==> config.mk <==
export PLATFORM = sky130hd
export DESIGN_NAME = reaction_timer
export DESIGN_NICKNAME = d
export VERILOG_FILES = /design/src/rtl/reaction_timer.sv
export SDC_FILE = /design/constraint.sdc
export NUM_CORES = 1
export LEC_CHECK = 0
export BUFFER_PORTS_ARGS = -buffer_cell sky130_fd_sc_hd__buf_2
export CAP_MARGIN = 20
export CORE_MARGIN = 4
export CORE_UTILIZATION = 25
export CTS_CLUSTER_DIAMETER = 30
export DETAILED_ROUTE_END_ITERATION = 8
export SYNTH_ARGS = -nofsm -noshare
export SYNTH_HDL_FRONTEND = slang
export SYNTH_SLANG_ARGS = --single-unit
export TNS_END_PERCENT = 1
==> constraint.sdc <==
create_clock -name Clk -period 2.5 [get_ports Clk]
set_clock_uncertainty 0.05 [all_clocks]
set_input_delay 0.25 -clock Clk [delete_from_list [all_inputs] [get_ports Clk]]
set_output_delay 0.25 -clock Clk [all_outputs]
set_load 0.05 [all_outputs]
==> src/rtl/reaction_timer.sv <==
// -----------------------------------------------------------------------------
// reaction_timer
//   Reaction-time game controller. A Start press arms a trial: the LCD is asked
//   to refresh, then after a (1000 + RandomValue) ms delay all eight LEDs light
//   and the time until the next Start press is measured in whole milliseconds.
//   A press before the LEDs light is flagged as a cheat; no press within 500 ms
//   is flagged as slow.
//
//   Optional feature: define REACTION_TIMER_CHEAT_DETECT_EN to enable early-press
//   detection. Without it, presses while waiting for the stimulus are ignored and
//   Cheat is tied low.
//
// Parameters
//   MS_CYCLES     clock cycles per millisecond tick (>= 1)
//
// Ports
//   Clk           sole clock, rising edge
//   Rst           synchronous active-high reset
//   Start         user button (acted on at its rising edge only)
//   RandomValue   random delay offset in ms, sampled once per trial
//   LCDAck        LCD controller acknowledge, honoured only while requesting
//   LED           stimulus lamps (8'hFF while reacting)
//   ReactionTime  measured time in ms (500 on timeout, 0 on cheat)
//   Cheat         early-press flag
//   Slow          timeout flag
//   Wait          trial armed, waiting for stimulus
//   LCDUpdate     LCD refresh request
// -----------------------------------------------------------------------------
module reaction_timer #(
    parameter int MS_CYCLES = 1
) (
    input  logic        Clk,
    input  logic        Rst,
    input  logic        Start,
    input  logic [12:0] RandomValue,
    input  logic        LCDAck,
    output logic [7:0]  LED,
    output logic [9:0]  ReactionTime,
    output logic        Cheat,
    output logic        Slow,
    output logic        Wait,
    output logic        LCDUpdate
);

    localparam int            PW         = (MS_CYCLES > 1) ? $clog2(MS_CYCLES) : 1;
    localparam logic [PW-1:0] PRE_MAX    = PW'(MS_CYCLES - 1);
    localparam logic [13:0]   DELAY_BASE = 14'd1000;
    localparam logic [9:0]    SLOW_LIMIT = 10'd500;

    typedef enum logic [2:0] {
        IDLE,
        LCD_REQ,
        WAIT_RANDOM,
        REACT,
        DONE,
        CHEAT,
        SLOW
    } state_t;

    state_t        state_q;
    logic          start_q;      // Start sampled last cycle, for edge detection
    logic [PW-1:0] pre_q;        // cycles within the current millisecond
    logic [13:0]   delay_q;      // milliseconds left before the stimulus
    logic [9:0]    react_q;      // whole milliseconds elapsed since LEDs lit
    logic [7:0]    led_q;
    logic [9:0]    rt_q;
    logic          slow_q;
    logic          wait_q;
    logic          lcd_q;
`ifdef REACTION_TIMER_CHEAT_DETECT_EN
    logic          cheat_q;
`endif

    logic          start_edge;
    logic          tick;
    logic [9:0]    react_d;
    logic [PW-1:0] pre_d;
    logic          expire;

    assign start_edge = Start & ~start_q;
    assign tick       = (pre_q == PRE_MAX);
    assign pre_d      = tick ? '0 : pre_q + PW'(1);
    // Elapsed count including the millisecond completing this cycle, so a
    // press on the edge that closes millisecond n reports n.
    assign react_d    = react_q + {9'd0, tick};
    // The last millisecond of the delay completes on this edge.
    assign expire     = tick && (delay_q == 14'd1);

    always_ff @(posedge Clk) begin
        if (Rst) begin
            state_q <= IDLE;
            start_q <= 1'b0;
            pre_q   <= '0;
            delay_q <= '0;
            react_q <= '0;
            led_q   <= '0;
            rt_q    <= '0;
            slow_q  <= 1'b0;
            wait_q  <= 1'b0;
            lcd_q   <= 1'b0;
`ifdef REACTION_TIMER_CHEAT_DETECT_EN
            cheat_q <= 1'b0;
`endif
        end else begin
            start_q <= Start;
            case (state_q)
                IDLE, DONE, CHEAT, SLOW: begin
                    if (start_edge) begin
                        state_q <= LCD_REQ;
                        rt_q    <= '0;
                        slow_q  <= 1'b0;
`ifdef REACTION_TIMER_CHEAT_DETECT_EN
                        cheat_q <= 1'b0;
`endif
                        lcd_q   <= 1'b1;
                        wait_q  <= 1'b1;
                    end
                end
                LCD_REQ: begin
                    if (LCDAck) begin
                        state_q <= WAIT_RANDOM;
                        lcd_q   <= 1'b0;
                        // Only sample of RandomValue for this trial.
                        delay_q <= DELAY_BASE + {1'b0, RandomValue};
                        pre_q   <= '0;
                    end
                end
                WAIT_RANDOM: begin
`ifdef REACTION_TIMER_CHEAT_DETECT_EN
                    // Early press beats a coincident expiry.
                    if (start_edge) begin
                        state_q <= CHEAT;
                        cheat_q <= 1'b1;
                        rt_q    <= '0;
                        led_q   <= '0;
                        wait_q  <= 1'b0;
                    end else
`endif
                    if (expire) begin
                        state_q <= REACT;
                        led_q   <= 8'hFF;
                        wait_q  <= 1'b0;
                        react_q <= '0;
                        pre_q   <= '0;
                    end else begin
                        pre_q <= pre_d;
                        if (tick) delay_q <= delay_q - 14'd1;
                    end
                end
                REACT: begin
                    // Timeout is checked first so a press on the 500 ms edge is slow.
                    if (react_d == SLOW_LIMIT) begin
                        state_q <= SLOW;
                        slow_q  <= 1'b1;
                        rt_q    <= SLOW_LIMIT;
                        led_q   <= '0;
                    end else if (start_edge) begin
                        state_q <= DONE;
                        rt_q    <= react_d;
                        led_q   <= '0;
                    end else begin
                        react_q <= react_d;
                        pre_q   <= pre_d;
                    end
                end
                default: state_q <= IDLE;
            endcase
        end
    end

    assign LED          = led_q;
    assign ReactionTime = rt_q;
    assign Slow         = slow_q;
    assign Wait         = wait_q;
    assign LCDUpdate    = lcd_q;
`ifdef REACTION_TIMER_CHEAT_DETECT_EN
    assign Cheat        = cheat_q;
`else
    assign Cheat        = 1'b0;
`endif

endmodule

Word level (Yosys, flattened, before mapping)
Cells that the tools add are included.
{ "totals": {"regBits": 50, "latchBits": 0, "ram_bits": 0, "romBits": 0, "output_inout_bits": 22, "word_cells": 87, "n_memories": 0} }
{ "op_classes": {"addsub": 4, "mul": 0, "div": 0, "order_cmp": 0, "n_eq_ne": 17, "shift": 0, "mux": 35, "n_bitwise": 3, "n_reduce_logical": 18} }
{ "ops": {"columns": ["cell", "n"], "rows": [
  ["10-bit 2-to-1 mux", 6],
  ["14-bit 2-to-1 mux", 3],
  ["10-bit case mux with 2 select lines", 2],
  ["14-bit case mux with 2 select lines", 1],
  ["8-bit 2-to-1 mux", 3],
  ["2-bit inequality test, second input constant", 8],
  ["8-bit case mux with 2 select lines", 1],
  ["4-bit AND reduction", 4],
  ["3-bit 2-to-1 mux", 5],
  ["3-bit AND reduction", 5],
  ["10-bit by 13-bit adder with 14-bit output, first input constant", 1],
  ["14-bit by 1-bit equality test with 1-bit output, second input constant", 1],
  ["14-bit by 1-bit subtractor with 14-bit output, second input constant", 1],
  ["3-bit case mux with 4 select lines", 1],
  ["10-bit by 1-bit adder with 10-bit output", 1],
  ["10-bit by 9-bit equality test with 1-bit output, second input constant", 1],
  ["2-bit nonzero test", 5],
  ["3-bit equality test, second input constant", 3],
  ["1-bit 2-to-1 mux", 9],
  ["3-bit by 2-bit equality test with 1-bit output, second input constant", 2],
  ["1-bit case mux with 2 select lines", 3],
  ["4-bit OR reduction", 1],
  ["3-bit by 1-bit equality test with 1-bit output, second input constant", 1],
  ["3-bit zero test", 1],
  ["other kinds (7)", 8]
]} }

Longest topological paths before layout
Gate-level depths: netlist (run 1).
{ "depth": {"word_depth": 5, "ltp_mapped": 9, "ltp_nobuf": 7} }

Worst setup path before layout (run 1)
Ideal clock, no wire load.
{ "synth_path": {"path_kind": "flip-flop to flip-flop", "start": "reg react_q[0]", "end": "reg rt_q[0], in the netlist ReactionTime[0]", "t_arrival_ns": 1.673, "required_ns": 2.322, "setup_slack_ns": 0.649, "path_stages_with_launch": 8, "path_cell_list": "dfxtp_1 > ha_1 > nand4bb_1 > o31a_1 > o22ai_1 > buf_2 > mux2i_1 > nor2_1"} }
{ "synth_via": {"elab_chain_cells": 4, "elab_cells_between_ends": 7, "cone_classes": "add/sub (1); eq/ne (2); mux (3); reduce/logical (1)"} }
{ "synth_lines": {"columns": ["element", "line", "text"], "rows": [
  ["from (decl)", "64", "logic [9:0] react_q;"],
  ["from (signal assigned)", "162", "react_q <= react_d;"],
  ["10-bit by 1-bit adder with 10-bit output *", "85", "assign react_d = react_q + {9'd0, tick};"],
  ["10-bit by 9-bit equality test with 1-bit output / 10-bit 2-to-1 mux (equally long branches)", "152, 157", null],
  ["3-bit inequality test (no line) / 10-bit 2-to-1 mux (equally long branches)", null, null],
  ["3-bit AND reduction (no line) / 10-bit case mux with 2 select lines (equally long branches)", null, null],
  ["to (signal assigned)", "159", "rt_q <= react_d;"],
  ["to (decl)", "66", "logic [9:0] rt_q;"]
]} }
Mark *: on every way between the ends. The rest lies on a longest branch, timed or not. The select of a mux whose other input is x is not followed.
A chain may end at the register's enable or synchronous reset.

Final worst setup path (run 1)
{ "layout_path": {"start": "reg react_q[0]", "end": "reg react_q[5]"} }
{ "layout_via": {"elab_chain_cells": 4, "elab_cells_between_ends": 7, "cone_classes": "add/sub (1); eq/ne (2); mux (3); reduce/logical (1)"} }
{ "layout_lines": {"columns": ["element", "line"], "rows": [
  ["10-bit by 1-bit adder with 10-bit output *", "85"],
  ["10-bit by 9-bit equality test with 1-bit output / 10-bit 2-to-1 mux (equally long branches)", "152, 157"],
  ["2-bit inequality test (no line) / 10-bit 2-to-1 mux (equally long branches)", null],
  ["4-bit AND reduction (no line) / 10-bit case mux with 2 select lines (equally long branches)", null]
]} }
Marked as above.

==> out/summary.log, run 1 <==
[yosys] net count after synthesis 345
[worst_setup_path] Critical Path RT 2650 ps
[floorplan] number of standard-cell rows in the floorplan 36
[cts] PostCTS Resize Cnt 0
[yosys] number of instances in the synthesized netlist 324
[yosys] number of enable-type register cells in the synthesized netlist 0
[timing] Hold Vio Cnt, Final 0
[pwr] leak pwr 1.04 nW
[floorplan] Top Ports 39
[worst_setup_path] endpoint of the most critical setup path react_q[5]
[cts] maximum buffer depth of the clock tree 2
[place] total placed cells including tap cells 475
[pwr] clock power share 0.289
[timing] shortest clock period the worst path allows after layout 2100 ps
[yosys] count of different cell masters after synthesis 54
[cts] hold-fix buffers at CTS 0
[status] result of the run finished clean
[cts] Setup Buffers After CTS 0
[finish] final cell count without fillers 482
[place] # port buffers 37
[timing] RSZ-0062 raised after global routing no
[finish] fin area 2840 sq um
[worst_setup_path] Worst Reg-to-Reg Cells 6
[floorplan] starting utilization of the core area 0.256
[finish] share of post-route cells with drive strength above 1 0.158
[global_routing] pin count of the biggest net entering global routing 49
[place] dpl cell area 2760 sq um
[global_routing] met1 Use GR 0.141
[timing] setup-violating endpoint count in the final report 0
[worst_setup_path] Max FO, Critical Path 6
[worst_setup_path] launch point of the critical path react_q[0]
[timing] fraction of the cycle the final worst path needs 0.838
[finish] area delta synth->final 13.5%
[worst_setup_path] critical register-to-register path endpoint react_q[5]
[worst_setup_path] r2r setup slk 400 ps
[global_routing] GR met2 Demand/Resource 0.166
[timing] Final Max Tran Viols 0
[global_routing] met3 GRT Util 0.0215
[finish] Nets 370
[worst_setup_path] critical path capture point type register
[cts] worst skew pair latency 290 ps
[timing] Hold WS 161 ps
[worst_setup_path] Startpoint Class register
[cts] number of buffers inserted during clock tree synthesis 5
[cts] Root Driver sky130_fd_sc_hd__clkbuf_8
[place] GP Congestion 0.832
[global_routing] busiest metal layer after global routing met2
[timing] setup TNS 0 ps
[drt] # DRC 0
[pwr] final total power 1.42 mW
[drt] Total Routed Length 6000 microns
[global_routing] sum of overflow across all layers after global routing 0
[floorplan] width of the die 108 microns
[global_routing] initial antenna violation count 1
[timing] Worst Tran Pin Value 802 ps
[pwr] internal portion of total power 0.997 mW
[drt] wire length per cell after detailed routing 12.4 microns
[pwr] Pwr Density 500 nW/um^2
[drt] average vias per placed instance 4.91
[finish] utilization of the core after routing 0.290
[place] Setup Slack @ Placement 424 ps
[pwr] part of the total power dissipated in combinational logic 0.206
[pwr] switching power summed over all nets 0.421 mW
[yosys] Syn Std Cell Area 2500 sq um
[floorplan] area inside the core boundary 9770 sq um
[cts] number of sinks driven by the clock tree 42
[global_routing] wire length of the first global-routing pass 10200 microns
[cts] Clock H-tree levels 2
[worst_setup_path] Data arrival, critical path 2240 ps
[drt] number of vias in the routed layout 2369
[global_routing] vias in the first global route 2169
[pwr] proportion of power drawn by flip-flops and latches 0.505
[worst_setup_path] origin of the critical flop-to-flop path react_q[0]
[global_routing] total routing usage reported by global routing 0.104
[yosys] FFs w/ async S/R, synth 0
[timing] final worst slack 405 ps
[worst_setup_path] Setup Crit Path Kind reg -> reg
[timing] maximum clock rate 0.477 GHz
[yosys] sequential area share after synthesis 0.336
[worst_hold_path] worst hold-check path type in -> reg
[place] placed wire-length estimate 4390 microns
[timing] worst slew slack as a fraction of its limit 0.465
[cts] clock transition at the registers of the reported paths 70 ps
[floorplan] area of the die 11700 sq um
[yosys] register bit count reported by yosys 42
[yosys] Avg Cell Area, Syn 7.72 sq um
[yosys] number of synthesis warnings 0
[drt] starting DRC count in detailed routing 138
[flow_run] # Max-Cap Violations 0
[yosys] commonest register cell after synthesis sky130_fd_sc_hd__dfxtp_1
[pwr] net switching fraction of the power 0.297
[finish] Inserted Diodes 0
[floorplan] die height 108 microns
[pwr] Worst IR Drop VDD 0.000198 V
[drt] number of optimization iterations in the first detailed-route pass 4
[drt] count of nets left with antenna violations after detail routing 0
[cts] TritonCTS clock tree yes
[cells by family (layout without fill, tap and decap cells)]
| kind of cell | count (synthesis) | in the layout | share of synthesized area |
|---|---|---|---|
| AND/OR/NAND/NOR | 130 | 130 | 0.286 |
| AO/OA/AOI/OAI | 97 | 97 | 0.225 |
| flip-flops | 42 | 42 | 0.336 |
| buffers and inverters | 33 | 58 | 0.0690 |
| XOR/XNOR | 12 | 12 | 0.0420 |
| adder cells (fa/ha/maj) | 5 | 5 | 0.0240 |
| multiplexers | 4 | 4 | 0.0160 |
| other | 1 | 1 | 0.00150 |
[state kept, by name, indices dropped and copies added (netlist names)]
signal        count
delay_q          14
ReactionTime     10
react_q          10
state_q           3
LCDUpdate         1
LED               1
Slow              1
Wait              1
start_q           1
[how the worst min path moves through the flow]
stage	endpoint	cells past startpoint	start	slack [ps]
floorplan	start_q	1	Start	330
global placement	ReactionTime[7]	2	ReactionTime[7]	410
detailed placement	ReactionTime[9]	2	ReactionTime[9]	420
CTS	start_q	2	Start	150
global route	start_q	2	Start	160
finish	start_q	2	Start	160
[placed cells by master, fill, tap and decap left out, types with 4 or more instances in the layout]
| cell | count |
|---|---|
| sky130_fd_sc_hd__clkbuf_8 | 5 |
| sky130_fd_sc_hd__buf_4 | 8 |
| sky130_fd_sc_hd__nand2b_1 | 11 |
| sky130_fd_sc_hd__o31ai_1 | 4 |
| sky130_fd_sc_hd__or3_1 | 4 |
| sky130_fd_sc_hd__ha_1 | 4 |
| sky130_fd_sc_hd__xnor2_1 | 6 |
| sky130_fd_sc_hd__a21oi_1 | 37 |
| sky130_fd_sc_hd__o21ai_0 | 33 |
| sky130_fd_sc_hd__nor2_1 | 31 |
| sky130_fd_sc_hd__nor3_1 | 14 |
| sky130_fd_sc_hd__dfxtp_1 | 42 |
| sky130_fd_sc_hd__and3_1 | 5 |
| sky130_fd_sc_hd__a211oi_1 | 4 |
| sky130_fd_sc_hd__nand2_1 | 21 |
| sky130_fd_sc_hd__mux2i_1 | 4 |
| sky130_fd_sc_hd__xor2_1 | 6 |
| sky130_fd_sc_hd__and2_1 | 5 |
| sky130_fd_sc_hd__inv_1 | 6 |
| sky130_fd_sc_hd__buf_2 | 37 |
| sky130_fd_sc_hd__nand3_1 | 14 |
[metal layers]
layer	vias up	wire length, microns
met5	-	13
met2	45	2620
met3	8	270
met1	1109	3020
met4	2	74
li1	1205	-
[area by class of cell]
| type | count | area [sq um] |
|---|---|---|
| Inverter | 6 | 22.5 |
| Tap cell | 133 | 166 |
| Multi-Input combinational cell | 249 | 1490 |
| Sequential cell | 42 | 841 |
| Fill cell | 1044 | 6940 |
| Timing Repair Buffer | 45 | 245 |
| Clock buffer | 7 | 76.3 |
[worst max-delay path, cell delays in order (launching register included)]
cell	delay, ps
sky130_fd_sc_hd__dfxtp_1	400
sky130_fd_sc_hd__ha_1	300
sky130_fd_sc_hd__nand4bb_1	180
sky130_fd_sc_hd__or3_1	390
sky130_fd_sc_hd__nor2_1	310
sky130_fd_sc_hd__nor2_1	170
sky130_fd_sc_hd__o31ai_1	210
[cell usage after synthesis, types with 3 or more instances]
cell | n | area share
sky130_fd_sc_hd__or3_1 | 4 | 0.010
sky130_fd_sc_hd__dfxtp_1 | 42 | 0.34
sky130_fd_sc_hd__or4_1 | 3 | 0.0090
sky130_fd_sc_hd__xnor2_1 | 6 | 0.021
sky130_fd_sc_hd__mux2i_1 | 4 | 0.016
sky130_fd_sc_hd__inv_1 | 6 | 0.0090
sky130_fd_sc_hd__xor2_1 | 6 | 0.021
sky130_fd_sc_hd__clkbuf_1 | 11 | 0.017
sky130_fd_sc_hd__ha_1 | 4 | 0.020
sky130_fd_sc_hd__and3_1 | 5 | 0.013
sky130_fd_sc_hd__nand2b_1 | 11 | 0.028
sky130_fd_sc_hd__nand3_1 | 14 | 0.028
sky130_fd_sc_hd__nor3_1 | 14 | 0.028
sky130_fd_sc_hd__o22ai_1 | 3 | 0.0075
sky130_fd_sc_hd__nor3b_1 | 3 | 0.0090
sky130_fd_sc_hd__a211oi_1 | 4 | 0.012
sky130_fd_sc_hd__a21oi_1 | 37 | 0.074
sky130_fd_sc_hd__o211ai_1 | 3 | 0.0090
sky130_fd_sc_hd__o21ai_0 | 33 | 0.066
sky130_fd_sc_hd__buf_4 | 9 | 0.027
sky130_fd_sc_hd__nor2b_1 | 3 | 0.0075
sky130_fd_sc_hd__nor2_1 | 31 | 0.047
sky130_fd_sc_hd__and2_1 | 5 | 0.013
sky130_fd_sc_hd__o31ai_1 | 4 | 0.012
sky130_fd_sc_hd__nand2_1 | 21 | 0.032
sky130_fd_sc_hd__buf_2 | 6 | 0.012
[power groups by stage]
stage | sequential (mW) | clock [mW] | combinational, mW
2_1_floorplan | 0.736 | 0 | 0.204
3_3_place_gp | 0.731 | 0 | 0.289
3_5_place_dp | 0.732 | 0 | 0.291
4_1_cts | 0.716 | 0.423 | 0.293
5_1_grt | 0.720 | 0.447 | 0.329
6_report | 0.717 | 0.410 | 0.292
Power figures use the tool's default switching activity.
==> run 2: changes to the inputs <==
==> constraint.sdc (replaced) <==
create_clock -name Clk -period 2 [get_ports Clk]
set_clock_uncertainty 0.05 [all_clocks]
set_input_delay 0.2 -clock Clk [delete_from_list [all_inputs] [get_ports Clk]]
set_output_delay 0.2 -clock Clk [all_outputs]
set_load 0.05 [all_outputs]
==> run 2 against run 1 <==
- flip-flop and latch count unchanged
- design area grew 5.9%
- worst hold slack got worse by 68 ps
- fmax grew 10%
- global-route usage rose by 0.11 points
- via count rose by 2.3%
- highest routed layer is now met4
==> out/summary.log, run 2 (same netlist as run 1, synthesis figures left out) <==
[worst_setup_path] cell-by-cell trace of the critical path inv_1, ha_1, nor3b_2, and4_4, a22oi_2, or4_1, a21oi_1
[pwr] Pwr Density 654 nW/um^2
[cts] number of sinks driven by the clock tree 42
[finish] area delta synth->final 20.2%
[timing] setup-violating endpoint count in the final report 0
[timing] Hold WS 93.4 ps
[global_routing] sum of overflow across all layers after global routing 0
[worst_setup_path] origin of the critical flop-to-flop path delay_q[1]
[global_routing] pin count of the biggest net entering global routing 38
[cts] Root Driver sky130_fd_sc_hd__clkbuf_8
[floorplan] starting utilization of the core area 0.256
[finish] number of fill cells 1017
[drt] number of optimization iterations in the first detailed-route pass 4
[timing] Final Max Tran Viols 0
[status] result of the run finished clean
[finish] most frequent standard cell in the layout excluding fill and tap cells sky130_fd_sc_hd__dfxtp_1
[finish] share of post-route cells with drive strength above 1 0.211
[timing] RSZ-0062 raised after global routing yes
[finish] flip-flop count of the largest register, all copies and words added 14
[drt] starting DRC count in detailed routing 227
[pwr] final total power 1.97 mW
[worst_setup_path] r2r setup slk 100 ps
[place] placed wire-length estimate 4460 microns
[worst_setup_path] biggest cell delay along the critical path 490 ps
[floorplan] Top Ports 39
[timing] shortest clock period the worst path allows after layout 1900 ps
[cts] TritonCTS clock tree yes
[timing] Worst Tran Pin Value 628 ps
[place] GP Congestion 0.774
[drt] average vias per placed instance 4.87
[worst_setup_path] critical register-to-register path endpoint react_q[4]
[flow_run] # Max-Cap Violations 0
[finish] Nets 385
[place] # port buffers 37
[global_routing] total routing usage reported by global routing 0.105
[finish] Storage cell area 843 sq um
[pwr] Worst IR Drop VDD 0.000313 V
[finish] commonest cells after routing, fill and taps aside sky130_fd_sc_hd__dfxtp_1, sky130_fd_sc_hd__a21oi_1, sky130_fd_sc_hd__buf_2
[floorplan] area inside the core boundary 9770 sq um
[cts] worst skew pair latency 300 ps
[worst_hold_path] worst hold-check path type in -> reg
[floorplan] die height 108 microns
[timing] maximum clock rate 0.526 GHz
[worst_setup_path] Max FO, Critical Path 6
[worst_hold_path] launch instance of the worst min-delay path Start
[finish] register with the most flip-flops delay_q
[cts] clock transition at the registers of the reported paths 80 ps
[worst_setup_path] critical path capture point type register
[pwr] leak pwr 1.13 nW
[drt] count of nets left with antenna violations after detail routing 0
[worst_setup_path] Data arrival, critical path 2080 ps
[cts] number of buffers inserted during clock tree synthesis 5
[worst_hold_path] worst hold path cell count 2
[floorplan] width of the die 108 microns
[drt] Total Routed Length 6200 microns
[worst_hold_path] capture endpoint of the worst hold path start_q
[global_routing] vias in the first global route 2180
[worst_setup_path] Startpoint Class register
[drt] wire length per cell after detailed routing 12.5 microns
[finish] area of combinational cells with multiple inputs 1510 sq um
[timing] fraction of the cycle the final worst path needs 0.950
[drt] number of vias in the routed layout 2423
[cts] maximum buffer depth of the clock tree 2
[worst_setup_path] Critical Path RT 2180 ps
[worst_setup_path] Worst Reg-to-Reg Cells 7
[floorplan] number of standard-cell rows in the floorplan 36
[drt] # DRC 0
[worst_setup_path] Setup Crit Path Kind reg -> reg
[global_routing] initial antenna violation count 0
[timing] Hold Vio Cnt, Final 0
[worst_setup_path] Worst path slowest cell sky130_fd_sc_hd__or4_1
[global_routing] wire length of the first global-routing pass 10200 microns
[cts] Clock H-tree levels 2
[floorplan] area of the die 11700 sq um
[cts] hold-fix buffers at CTS 0
[timing] worst slew slack as a fraction of its limit 0.581
[finish] Inserted Diodes 0
==> run 2: cell types whose count changed in the layout (fill, tap and decap cells not counted), sizes merged <==
cell,previous run,this run
buf,45,60
bufinv,0,1
clkbuf,7,6
clkinvlp,0,1
==> run 2: worst max-delay path: cells and delay by family (launching register included) <==
kind,cells,cell delay [ps]
AND/OR/NAND/NOR,3,940
adder cells (fa/ha/maj),1,150
flip-flops,1,330
buffers and inverters,1,90
AO/OA/AOI/OAI,2,270
==> run 2: area by class of cell <==
| cell class | count | area share |
|---|---|---|
| inverter | 6 | 0.00749 |
| clock buffer | 6 | 0.0241 |
| multi-input combinational | 249 | 0.501 |
| tap | 133 | 0.0553 |
| sequential | 42 | 0.280 |
| timing repair buffer | 60 | 0.119 |
| clock inverter | 2 | 0.0125 |
==> run 2: worst max-delay path by stage <==
stage                           from  cells past startpoint  slack (ps)               to
after floorplan           react_q[0]                      7         150  ReactionTime[0]
after global placement    delay_q[1]                      7          10       delay_q[9]
after global routing      react_q[1]                      7         -20  ReactionTime[0]
final                     delay_q[1]                      7         100       react_q[4]
after CTS                 delay_q[1]                      7          80       react_q[4]
after detailed placement  delay_q[1]                      7         -10      delay_q[13]
==> run 2: stage by stage <==
| stage | setup TNS (ps) | util | std cells | worst slack, ps | cell area (sq um) |
|---|---|---|---|---|---|
| floorplan | 0 | - | 324 | 149 | 2500 |
| global placement | 0 | 0.290 | 485 | 13.0 | 2840 |
| detailed placement | -24.7 | 0.290 | 485 | -13.7 | 2840 |
| CTS | 0 | 0.302 | 493 | 76.6 | 2950 |
| global route | -43.2 | 0.308 | 498 | -16.6 | 3010 |
| finish | 0 | 0.308 | 498 | 100 | 3010 |
==> run 2: routing by layer <==
| metal | up-vias | global-route usage | share of wire |
|---|---|---|---|
| met5 | - | 0 | 0 |
| met4 | 0 | 0.0361 | 0.016 |
| met3 | 8 | 0.0221 | 0.061 |
| met2 | 63 | 0.163 | 0.45 |
| met1 | 1119 | 0.144 | 0.47 |
| li1 | 1233 | - | - |
==> run 2: report_power, final <==
group	switching [mW]	total, mW	internal (mW)
logic	0.237	0.396	0.159
registers	0.0278	0.892	0.864
clock network	0.307	0.680	0.373
total	0.572	1.97	1.40
==> run 2: timing repair <==
item | 4_1_cts | 5_1_grt
cloned | 0 | 0
endpoints found under the setup margin | 9 | 16
pin swaps | 0 | 1
resized for setup | 1 | 6
setup buffers | 0 | 5
==> run 3: changes to the inputs <==
--- a/config.mk
+++ b/config.mk
@@ -5,12 +5,12 @@
 export SDC_FILE = /design/constraint.sdc
 export NUM_CORES = 1
 export LEC_CHECK = 0
-export BUFFER_PORTS_ARGS = -buffer_cell sky130_fd_sc_hd__buf_2
 export CAP_MARGIN = 20
 export CORE_MARGIN = 4
 export CORE_UTILIZATION = 25
 export CTS_CLUSTER_DIAMETER = 30
 export DETAILED_ROUTE_END_ITERATION = 8
+export DONT_BUFFER_PORTS = 1
 export SYNTH_ARGS = -nofsm -noshare
 export SYNTH_HDL_FRONTEND = slang
 export SYNTH_SLANG_ARGS = --single-unit
==> run 3 against run 2 <==
- clock power grew 3.5%
- highest routed layer unchanged
- sequential power grew 2%
- cell count shrank 8.0%
- largest cell class unchanged
- largest power group unchanged
- critical endpoint is now delay_q[12]
- sequential share of layout area grew 1.9 points
==> out/summary.log, run 3 (same netlist as run 1, synthesis figures left out) <==
[status] result of the run finished clean
[global_routing] pin count of the biggest net entering global routing 34
[finish] number of fill cells 1042
[drt] # DRC 0
[worst_hold_path] worst hold-check path type in -> reg
[timing] Worst Tran Pin Value 542 ps
[cts] clock transition at the registers of the reported paths 90 ps
[worst_setup_path] Critical Path RT 2150 ps
[worst_setup_path] number of cells on the critical path 6
[drt] count of nets left with antenna violations after detail routing 0
[floorplan] area of the die 11700 sq um
[worst_setup_path] Worst Reg-to-Reg Cells 6
[place] GP Congestion 0.809
[worst_setup_path] top cell family by delay on the critical path simple AND/OR/NAND/NOR gates
[worst_setup_path] endpoint of the most critical setup path delay_q[12]
[timing] Hold Vio Cnt, Final 0
[cts] Clock H-tree levels 2
[timing] fraction of the cycle the final worst path needs 0.940
[place] # port buffers 0
[floorplan] area inside the core boundary 9770 sq um
[global_routing] vias in the first global route 2162
[timing] maximum clock rate 0.532 GHz
[worst_setup_path] Crit path buffers/inverters 1
[drt] met2 routed WL 2780 microns
[cts] Setup Buffers After CTS 0
[place] Setup Slack @ Placement -78.7 ps
[place] placed wire-length estimate 4380 microns
[global_routing] total routing usage reported by global routing 0.106
[worst_setup_path] Setup Crit Path Kind reg -> reg
[finish] flip-flop count of the largest register, all copies and words added 14
[floorplan] starting utilization of the core area 0.256
[pwr] leak pwr 0.955 nW
[floorplan] Top Ports 39
[flow_run] # Max-Cap Violations 0
[drt] starting DRC count in detailed routing 137
[worst_hold_path] launch instance of the worst min-delay path Rst
[drt] routed wire length on met3 303 microns
[cts] Root Driver sky130_fd_sc_hd__clkbuf_8
[finish] register with the most flip-flops delay_q
[global_routing] initial antenna violation count 0
[drt] number of optimization iterations in the first detailed-route pass 4
[floorplan] width of the die 108 microns
[worst_setup_path] r2r setup slk 120 ps
[worst_setup_path] launch point of the critical path delay_q[7]
[timing] setup TNS 0 ps
[worst_setup_path] Max FO, Critical Path 7
[finish] Nets 345
[drt] M1 wire length 3060 microns
[cts] number of sinks driven by the clock tree 42
[place] dpl cell area 2670 sq um
[timing] final worst slack 120 ps
[floorplan] number of standard-cell rows in the floorplan 36
[global_routing] wire length of the first global-routing pass 10200 microns
[worst_setup_path] biggest cell delay along the critical path 600 ps
[finish] area delta synth->final 13.3%
[pwr] Worst IR Drop VDD 0.000249 V
[finish] most frequent standard cell in the layout excluding fill and tap cells sky130_fd_sc_hd__dfxtp_1
[finish] share of post-route cells with drive strength above 1 0.123
[pwr] Pwr Density 690 nW/um^2
[finish] commonest cells after routing, fill and taps aside sky130_fd_sc_hd__dfxtp_1, sky130_fd_sc_hd__a21oi_1, sky130_fd_sc_hd__o21ai_0
[timing] Final Max Tran Viols 0
[finish] fin area 2830 sq um
[timing] setup-violating endpoint count in the final report 0
[floorplan] die height 108 microns
[timing] RSZ-0062 raised after global routing no
[global_routing] sum of overflow across all layers after global routing 0
[timing] shortest clock period the worst path allows after layout 1880 ps
[timing] worst slew slack as a fraction of its limit 0.638
[cts] number of buffers inserted during clock tree synthesis 5
[worst_setup_path] Worst path slowest cell sky130_fd_sc_hd__or4_1
[worst_setup_path] Data arrival, critical path 2030 ps
[drt] uppermost signal routing layer after detailed routing met4
[worst_setup_path] Startpoint Class register
[cts] worst skew pair latency 300 ps
[cts] maximum buffer depth of the clock tree 2
[finish] Inserted Diodes 0
[worst_setup_path] cell-by-cell trace of the critical path buf_4, or4_1, nor3_1, and3_1, a21oi_1, o32ai_1
[drt] Total Routed Length 6250 microns
[drt] number of vias in the routed layout 2253
[worst_setup_path] origin of the critical flop-to-flop path delay_q[7]
[cts] TritonCTS clock tree yes
[worst_setup_path] critical path capture point type register
[drt] wire length per cell after detailed routing 13.6 microns
[worst_setup_path] critical register-to-register path endpoint delay_q[12]
[drt] average vias per placed instance 4.92
-- run 3: cell types whose count changed in the layout (fill, tap and decap cells not counted), moves of 2 or more --
cell                      before  now
sky130_fd_sc_hd__buf_2        37    0
sky130_fd_sc_hd__dfxtp_1      40   38
sky130_fd_sc_hd__buf_4        23   17
sky130_fd_sc_hd__buf_12        0    2
-- run 3: what timing repair did --
item | 4_1_cts | 5_1_grt
gates resized for setup | 1 | 7
pin swaps | 0 | 1
endpoints found under the setup margin | 11 | 10
hold buffers | 2 | 0
hold endpoints to repair | 33 | 0
-- run 3: worst min path at each step --
stage,end,slack (ps),depth (start not counted)
after floorplan,start_q,280,1
after global placement,LED[6],220,1
after detailed placement,LED[6],220,1
after CTS,delay_q[0],10,2
after global routing,delay_q[0],20,2
final,react_q[6],20,2
-- run 3: worst register-to-register path: cells and delay by family (launching register included) --
kind	cells	cell delay, ps
buf+inv	1	160
simple gates	3	1000
flops	1	340
compound gates	2	250
-- run 3: report_power, final --
part	internal (mW)	switching [mW]
sequential	0.863	0.0444
clock	0.407	0.297
combinational	0.140	0.203
total	1.41	0.544
-- run 3: cell type report --
class	count	area [sq um]	area share
Clock buffer	7	86.3	0.0305
Clock inverter	1	30.0	0.0106
Inverter	6	22.5	0.00795
Multi-Input combinational cell	249	1500	0.530
Sequential cell	42	848	0.299
Tap cell	133	166	0.0587
Timing Repair Buffer	20	178	0.0627
-- run 3: metal layers --
layer | vias to the layer above | track usage
met2 | 46 | 0.159
li1 | 1156 | -
met3 | 8 | 0.0263
met4 | 0 | 0.0469
met5 | - | 0
met1 | 1043 | 0.143
-- run 3: metrics by stage --
stage               instances   util  power (mW)  hold WS, ps
floorplan                 324      -        1.18          278
global placement          448  0.273        1.24          219
detailed placement        448  0.273        1.25          220
CTS                       458  0.288        1.97         12.0
global route              458  0.290        2.04         15.7
finish                    458  0.290        1.95         20.5
